**src/rtl/csr_unit.sv**
```systemverilog
// -----------------------------------------------------------------------------
// csr_unit -- machine-mode CSR file for a single-hart RISC-V core.
//
// Implements mstatus (MIE/MPIE writable, MPP fixed at 2'b11), mtvec,
// mscratch, mepc, mcause and a read-only mhartid. It also handles the
// ecall/ebreak trap entry and the mret return.
//
// Optional feature: define CSR_COUNTERS_EN to add the 64-bit mcycle and
// minstret counters. For XLEN=32 the high halves sit at 0xB80/0xB82.
//
// Parameters:
//   XLEN     CSR data width (32 or 64)
//   HART_ID  value returned by mhartid
//
// Ports:
//   clk        rising-edge clock
//   rst        asynchronous active-low reset
//   csr_op     00 none, 01 write, 10 set, 11 clear
//   addr       CSR address (fully decoded)
//   wdata      operand for write/set/clear
//   is_ecall, is_ebreak, is_mret, instret
//              retire-stage events
//   pc         PC of the trapping instruction
//   rdata      combinational read of addr (value before the update)
//   illegal    addr unmapped, or a nonzero op to a read-only address
//   mtvec_out  trap target, 4-byte aligned
//   mepc_out   return target
// -----------------------------------------------------------------------------
module csr_unit #(
    parameter int XLEN    = 32,
    parameter int HART_ID = 0
) (
    input  logic            clk,
    input  logic            rst,
    input  logic [1:0]      csr_op,
    input  logic [11:0]     addr,
    input  logic [XLEN-1:0] wdata,
    input  logic            is_ecall,
    input  logic            is_ebreak,
    input  logic            is_mret,
    input  logic            instret,
    input  logic [XLEN-1:0] pc,
    output logic [XLEN-1:0] rdata,
    output logic            illegal,
    output logic [XLEN-1:0] mtvec_out,
    output logic [XLEN-1:0] mepc_out
);

    // Architectural state. mstatus is stored only as its two live bits.
    logic            mie_q,      mie_d;
    logic            mpie_q,     mpie_d;
    logic [XLEN-1:0] mtvec_q,    mtvec_d;
    logic [XLEN-1:0] mscratch_q, mscratch_d;
    logic [XLEN-1:0] mepc_q,     mepc_d;
    logic [XLEN-1:0] mcause_q,   mcause_d;

`ifdef CSR_COUNTERS_EN
    logic [63:0]     mcycle_q,   mcycle_d;
    logic [63:0]     minstret_q, minstret_d;
`else
    logic            unused_instret_s;
    assign unused_instret_s = instret;
`endif

    logic [XLEN-1:0] mstatus_s;
    logic [XLEN-1:0] new_val_s;
    logic            mapped_s;
    logic            read_only_s;

    // mstatus view: MPP=11 at bits 12:11, MPIE at bit 7, MIE at bit 3.
    assign mstatus_s = XLEN'({2'b11, 3'b000, mpie_q, 3'b000, mie_q, 3'b000});

    assign mtvec_out = {mtvec_q[XLEN-1:2], 2'b00};
    assign mepc_out  = mepc_q;

    // Read mux and address decode (mapped / read-only classification).
    always_comb begin
        rdata       = {XLEN{1'b0}};
        mapped_s    = 1'b1;
        read_only_s = 1'b0;
        case (addr)
            12'h300: rdata = mstatus_s;
            12'h305: rdata = mtvec_q;
            12'h340: rdata = mscratch_q;
            12'h341: rdata = mepc_q;
            12'h342: rdata = mcause_q;
            12'hF14: begin
                rdata       = XLEN'(HART_ID);
                read_only_s = 1'b1;
            end
`ifdef CSR_COUNTERS_EN
            12'hB00: rdata = mcycle_q[XLEN-1:0];
            12'hB02: rdata = minstret_q[XLEN-1:0];
            // High halves only exist when the register is narrower than 64 bits.
            12'hB80: begin
                if (XLEN == 32) begin
                    rdata = XLEN'(mcycle_q[63:32]);
                end else begin
                    mapped_s = 1'b0;
                end
            end
            12'hB82: begin
                if (XLEN == 32) begin
                    rdata = XLEN'(minstret_q[63:32]);
                end else begin
                    mapped_s = 1'b0;
                end
            end
`endif
            default: mapped_s = 1'b0;
        endcase
    end

    assign illegal = ~mapped_s | ((csr_op != 2'b00) & read_only_s);

    // Read-modify-write operand, built from the value before the update.
    always_comb begin
        case (csr_op)
            2'b01:   new_val_s = wdata;
            2'b10:   new_val_s = rdata | wdata;
            2'b11:   new_val_s = rdata & ~wdata;
            default: new_val_s = rdata;
        endcase
    end

    // Next-state logic. Priority is ecall > ebreak > mret > csr_op; the
    // winner takes the whole cycle and every lower-priority request is dropped.
    always_comb begin
        mie_d      = mie_q;
        mpie_d     = mpie_q;
        mtvec_d    = mtvec_q;
        mscratch_d = mscratch_q;
        mepc_d     = mepc_q;
        mcause_d   = mcause_q;
`ifdef CSR_COUNTERS_EN
        mcycle_d   = mcycle_q + 64'd1;
        minstret_d = instret ? (minstret_q + 64'd1) : minstret_q;
`endif
        if (is_ecall) begin
            mepc_d   = pc & ~XLEN'(2'b11);
            mcause_d = XLEN'(4'd11);
            mpie_d   = mie_q;
            mie_d    = 1'b0;
        end else if (is_ebreak) begin
            mepc_d   = pc & ~XLEN'(2'b11);
            mcause_d = XLEN'(4'd3);
            mpie_d   = mie_q;
            mie_d    = 1'b0;
        end else if (is_mret) begin
            mie_d  = mpie_q;
            mpie_d = 1'b1;
        end else if ((csr_op != 2'b00) && !illegal) begin
            case (addr)
                12'h300: begin
                    mie_d  = new_val_s[3];
                    mpie_d = new_val_s[7];
                end
                12'h305: mtvec_d    = new_val_s;
                12'h340: mscratch_d = new_val_s;
                12'h341: mepc_d     = new_val_s & ~XLEN'(2'b11);
                12'h342: mcause_d   = new_val_s;
`ifdef CSR_COUNTERS_EN
                // A written half replaces the stored half and freezes the
                // rest of the counter for this cycle.
                12'hB00: begin
                    mcycle_d             = mcycle_q;
                    mcycle_d[XLEN-1:0]   = new_val_s;
                end
                12'hB02: begin
                    minstret_d           = minstret_q;
                    minstret_d[XLEN-1:0] = new_val_s;
                end
                12'hB80: begin
                    mcycle_d             = mcycle_q;
                    mcycle_d[63:32]      = new_val_s[31:0];
                end
                12'hB82: begin
                    minstret_d           = minstret_q;
                    minstret_d[63:32]    = new_val_s[31:0];
                end
`endif
                default: begin
                    // mhartid and unmapped addresses never reach this point.
                end
            endcase
        end else begin
            // Idle cycle or illegal access: all CSRs hold.
        end
    end

    // CSR state registers with asynchronous active-low reset.
    always_ff @(posedge clk or negedge rst) begin
        if (!rst) begin
            mie_q      <= 1'b0;
            mpie_q     <= 1'b0;
            mtvec_q    <= {XLEN{1'b0}};
            mscratch_q <= {XLEN{1'b0}};
            mepc_q     <= {XLEN{1'b0}};
            mcause_q   <= {XLEN{1'b0}};
`ifdef CSR_COUNTERS_EN
            mcycle_q   <= 64'd0;
            minstret_q <= 64'd0;
`endif
        end else begin
            mie_q      <= mie_d;
            mpie_q     <= mpie_d;
            mtvec_q    <= mtvec_d;
            mscratch_q <= mscratch_d;
            mepc_q     <= mepc_d;
            mcause_q   <= mcause_d;
`ifdef CSR_COUNTERS_EN
            mcycle_q   <= mcycle_d;
            minstret_q <= minstret_d;
`endif
        end
    end

endmodule

```
**config.mk**
```make
export PLATFORM = sky130hd
export DESIGN_NAME = csr_unit
export DESIGN_NICKNAME = d
export VERILOG_FILES = /design/src/rtl/csr_unit.sv
export SDC_FILE = /design/constraint.sdc
export NUM_CORES = 1
export LEC_CHECK = 0
export ABC_AREA = 1
export BUFFER_PORTS_ARGS = -buffer_cell sky130_fd_sc_hd__buf_2
export CAP_MARGIN = 10
export CELL_PAD_IN_SITES_DETAIL_PLACEMENT = 0
export CELL_PAD_IN_SITES_GLOBAL_PLACEMENT = 2
export CORE_UTILIZATION = 29
export DETAILED_ROUTE_END_ITERATION = 16
export HOLD_SLACK_MARGIN = 0.12
export PLACE_DENSITY_LB_ADDON = 0.2
export SLEW_MARGIN = 5
export SYNTH_ARGS = -nofsm -noshare
export SYNTH_HDL_FRONTEND = slang
export SYNTH_SLANG_ARGS = --single-unit
```
**constraint.sdc**
```tcl
create_clock -name clk -period 2.6 [get_ports clk]
set_clock_uncertainty 0.2 [all_clocks]
set_input_delay 0.52 -clock clk [delete_from_list [all_inputs] [get_ports clk]]
set_output_delay 0.52 -clock clk [all_outputs]
set_load 0.02 [all_outputs]
```
# After elaboration in Yosys (flattened, before gate mapping)
# Cells that the tools add are included.
# Widths: inputs -> output; s select.
dict set report totals {
  output_inout_bits 97
  ff_bits 130
  inputBits 84
  wordCells 63
}
dict set report classes {
  n_mux 24
  n_eq_ne 10
  bitwise 9
  reduce_logical 14
}
# op count
set op_table {}
lappend op_table {{$mux 32} 10}
lappend op_table {{$pmux 32 s5} 1}
lappend op_table {{$pmux 32 s3} 1}
lappend op_table {{$eq 12x10->1 const B} 5}
lappend op_table {{$and 32x32->32} 1}
lappend op_table {{$not 32->32} 1}
lappend op_table {{$or 32x32->32} 1}
lappend op_table {{$eq 12x12->1 const B} 1}
lappend op_table {{$mux 1} 12}
lappend op_table {{$reduce_and 5->1} 2}
lappend op_table {{$reduce_bool 3->1} 3}
lappend op_table {{$reduce_bool 4->1} 2}
lappend op_table {{$reduce_and 3->1} 2}
lappend op_table {{$reduce_or 6->1} 1}
lappend op_table {{$eq 2x2->1 const B} 2}
lappend op_table {{$not 1->1} 4}
lappend op_table {{$ne 3x3->1 const B} 1}
lappend op_table {{$eq 2x1->1 const B} 1}
lappend op_table {{$reduce_and 2->1} 1}
lappend op_table {{$reduce_bool 2->1} 1}
lappend op_table {{$and 1x1->1} 1}
lappend op_table {{$logic_and 1x1->1} 1}
lappend op_table {{$logic_not 1->1} 1}
lappend op_table {{$or 1x1->1} 1}

# Longest topological paths before layout
dict set report logic_depth {
  ltp_word 11
  depth_mapped 14
}

# Worst setup path before layout
# OpenSTA, ideal clock, no wires.
dict set report synth_path {
  path_kind {in2out}
  start {in addr[9]}
  end {out rdata[10]}
  required_ns 1.880
  stages 9
  arrival_ns 1.751
  path_slack_ns 0.129
  path_cell_list {nand2_1 -> inv_2 -> nand2_2 -> nor2_2 -> nand2_1 -> buf_2 -> clkbuf_1 -> o21ai_0 -> or2_2}
}
dict set report synth_via {
  elab_chain_len 2
  elab_cells_between_ends 6
  classes_between {5 x eq/ne; 1 x mux}
}
# item line_no
set synth_rtl {}
lappend synth_rtl {{from (decl)} 36} ;# input logic [11:0] addr,
lappend synth_rtl {{$eq 12x10->1} 81} ;# case (addr)
lappend synth_rtl {{$pmux 32 s5 *} 81}
lappend synth_rtl {{to (decl)} 43} ;# output logic [XLEN-1:0] rdata,
# Every way passes the cells marked *; elsewhere a longest branch is shown, timed or not.

# Final worst setup path
dict set report layout_path {
  start {in addr[8]}
  end {out rdata[21]}
}
# Same word-level chain as after synthesis.

==> impl_metrics.env <==
export IMPL_grt_use_total=0.230
export IMPL_antenna_found_initial=0
export IMPL_slowest_delay_ns=0.16
export IMPL_synth_main_ff_cell="dfrtp_1"
export IMPL_hold_path_class="in -> reg"
export IMPL_ys_ff_latch=128
export IMPL_grt_max_degree=45
export IMPL_yosys_warnings=0
export IMPL_clkSlewWorstSetupHoldPaths_ns=0.06
export IMPL_die_h_um=163
export IMPL_grt_pass1_wl_um=45400
export IMPL_cp_top_family="buffers and inverters"
export IMPL_worstPathCellList="buf_2 > nand2_2 > buf_4 > nor2_4 > nand2_2 > nor2_4 > buf_6 > buf_16 > nand2_1 > o21ai_2 > or2_4 > buf_4"
export IMPL_worst_slew_pin_slew_ns=0.515
export IMPL_cts_buffer_depth=2
export IMPL_crit_buf_inv=5
export IMPL_period_needed_ns=2.57
export IMPL_cts_tree="built"
export IMPL_numCtsBuffers=17
export IMPL_place_port_buffers=173
export IMPL_leakage_nw=5.71
export IMPL_root_buffer="clkbuf_16"
export IMPL_cp_end_kind="output port"
export IMPL_use_met2=0.368
export IMPL_fmaxAchievable_ghz=0.390
export IMPL_critPathKind="in -> out"
export IMPL_dieArea_um2=26700
export IMPL_syn_area_per_cell_um2=6.98
export IMPL_slew_violations=0
export IMPL_drtAntennaViolNets=0
export IMPL_utilization=0.420
export IMPL_cp_start_kind="input pin"
export IMPL_worstPathArrival_ns=1.85
export IMPL_setup_violations_final=0
export IMPL_ir_worst_vdd_v=0.000385
export IMPL_rows=58
export IMPL_netlist_area_um2=7560
export IMPL_layout_drive_gt1_share=0.327
export IMPL_nets=1369
export IMPL_power_density_nw_per_um2=505
export IMPL_met3_usage=0.0386
export IMPL_synthCells=1082
export IMPL_drt_pass1_iterations=6
export IMPL_synth_cell_types=30
export IMPL_place_gp_congestion=0.869
export IMPL_timing_hold_ws_ns=0.147
export IMPL_slowest_stage="buf_6"
export IMPL_core_um2=25400
export IMPL_path_max_fanout=6
export IMPL_yosysSeqAreaShare=0.424
export IMPL_avgViaCountPerCell=4.78
export IMPL_slew_headroom=0.657
export IMPL_wl_per_cell_um=18.2
export IMPL_outcome="complete, no violations"
export IMPL_synth_edf_count=0
export IMPL_min_period_over_period=0.987
export IMPL_drt_iter0_markers=384
export IMPL_dp_hpwl_um=19800
export IMPL_initial_core_util=0.298
export IMPL_die_w_um=163
export IMPL_clock_sinks=128
export IMPL_routed_wl_um=29600
export IMPL_grt_setup_unrepaired="yes"
export IMPL_n_antenna_cell=0
export IMPL_io_pins=181
export IMPL_grt_use_met1=0.320
export IMPL_vias=7784
export IMPL_max_cap_viol_count=0
export IMPL_grt_pass1_vias=7736
export IMPL_hold_viol=0
export IMPL_overflow=0
export IMPL_insertion_delay_ns=0.43
export IMPL_synthArstFlopShare=1.00
export IMPL_syn2layout_area_growth_pct=41.1
export IMPL_ff2ff_setup_slack_ns=1.01
export IMPL_htree_num_levels=4
export IMPL_post_route_drc_count=0
export IMPL_top_usage_layer="met2"
export IMPL_crit_required_ns=1.88
-- cells in the final DEF, fill, tap and decap left out, types with 4 or more instances in the layout --
cell | netlist | routed
a21oi_1 | 5 | 5
buf_12 | 0 | 17
buf_16 | 0 | 4
buf_2 | 15 | 139
buf_4 | 37 | 74
buf_6 | 3 | 35
bufinv_16 | 0 | 4
clkbuf_16 | 0 | 18
conb_1 | 1 | 4
dfrtp_1 | 128 | 128
inv_1 | 109 | 105
inv_2 | 3 | 6
nand2_1 | 350 | 323
nand2_2 | 2 | 22
nand2_4 | 1 | 8
nand3_1 | 109 | 106
nand4_1 | 4 | 4
nor2_1 | 18 | 12
nor2_4 | 5 | 13
o21ai_0 | 173 | 131
o21ai_1 | 37 | 43
o21ai_2 | 0 | 34
or2_2 | 28 | 4
or2_4 | 0 | 24
-- worst register-to-register path, stage by stage, from the launching register on --
cell and delay, ns:
dfrtp_1 0.40, nand2_1 0.10, nand3_2 0.12, buf_4 0.16, o21ai_0 0.13, nand2_1 0.20, nand2_1 0.11, nand3_1 0.07
-- flip-flops by register name, summed over array words and instances, names as in the netlist --
name,count
mcause_q,32
mepc_out,30
mie_q,1
mpie_q,1
mscratch_q,32
mtvec_q,32
-- cell type report --
| type | instances | area (um^2) |
|---|---|---|
| well taps | 330 | 413 |
| multi-input cells | 751 | 3810 |
| clock buffers | 21 | 470 |
| repair buffers | 273 | 2150 |
| flip-flops and latches | 128 | 3200 |
| fillers | 2682 | 14700 |
| clock inverters | 11 | 178 |
| inverters | 114 | 430 |
-- kinds of logic (layout without fill, tap and decap cells) --
kind of cell / Yosys count / count (layout) / share of synthesized area
other cells: 1 / 4 / 0.000496
buf+inv: 206 / 419 / 0.126
compound gates: 221 / 221 / 0.149
simple gates: 526 / 526 / 0.301
flops: 128 / 128 / 0.424
-- layer usage --
| metal | share of wire | vias to the layer above |
|---|---|---|
| met5 | 0 | - |
| li1 | - | 3845 |
| met2 | 0.46 | 222 |
| met4 | 0.014 | 0 |
| met3 | 0.050 | 20 |
| met1 | 0.48 | 3697 |
-- stage by stage --
stage | worst slack, ns | cells | TNS [ns] | cell area [um^2] | total power, mW
final | 0.0330 | 1628 | 0 | 10700 | 5.39
after global routing | -0.0353 | 1628 | -0.201 | 10700 | 5.61
after CTS | -0.0329 | 1624 | -0.114 | 10300 | 5.45
after detailed placement | -0.140 | 1580 | -3.35 | 9190 | 2.73
after global placement | -0.161 | 1580 | -3.46 | 9190 | 2.73
after floorplan | 0.129 | 1085 | 0 | 7570 | 2.41
-- power by group --
| group | switching (mW) | internal, mW |
|---|---|---|
| clock | 0.982 | 1.69 |
| combinational | 0.420 | 0.202 |
| sequential | 0.0380 | 2.05 |
-- repair_timing --
action / 4_1_cts / 5_1_grt
resized for setup: 144 / 86
endpoints found under the setup margin: 32 / 33
setup buffers: 5 / 3
hold buffers: 3 / 0
pin swaps: 15 / 11
hold endpoints to repair: 43 / 0
gates cloned: 4 / 1
-- Yosys cell counts, drive strengths merged, types with 4 or more instances --
cell    number  area share
nand2      353        0.18
o21ai      210        0.14
dfrtp      128        0.42
inv        112       0.056
nand3      110       0.075
buf         57       0.052
clkbuf      35       0.017
nor2        28       0.021
or2         28       0.023
a21oi        5      0.0033
nand4        4      0.0033
-- path summary, 6_finish.rpt --
kind	start	end	cells past startpoint
worst max register to register	mepc_out[11]	mepc_out[11]	7
min in group asynchronous	rst	mtvec_q[27]	2
worst min-delay path	pc[12]	mepc_out[12]	3
max in group asynchronous	rst	mscratch_q[17]	3
worst max-delay path	addr[8]	rdata[21]	12
worst min register to register	mcause_q[28]	mcause_q[28]	2
(Power assumes the default switching activity.)
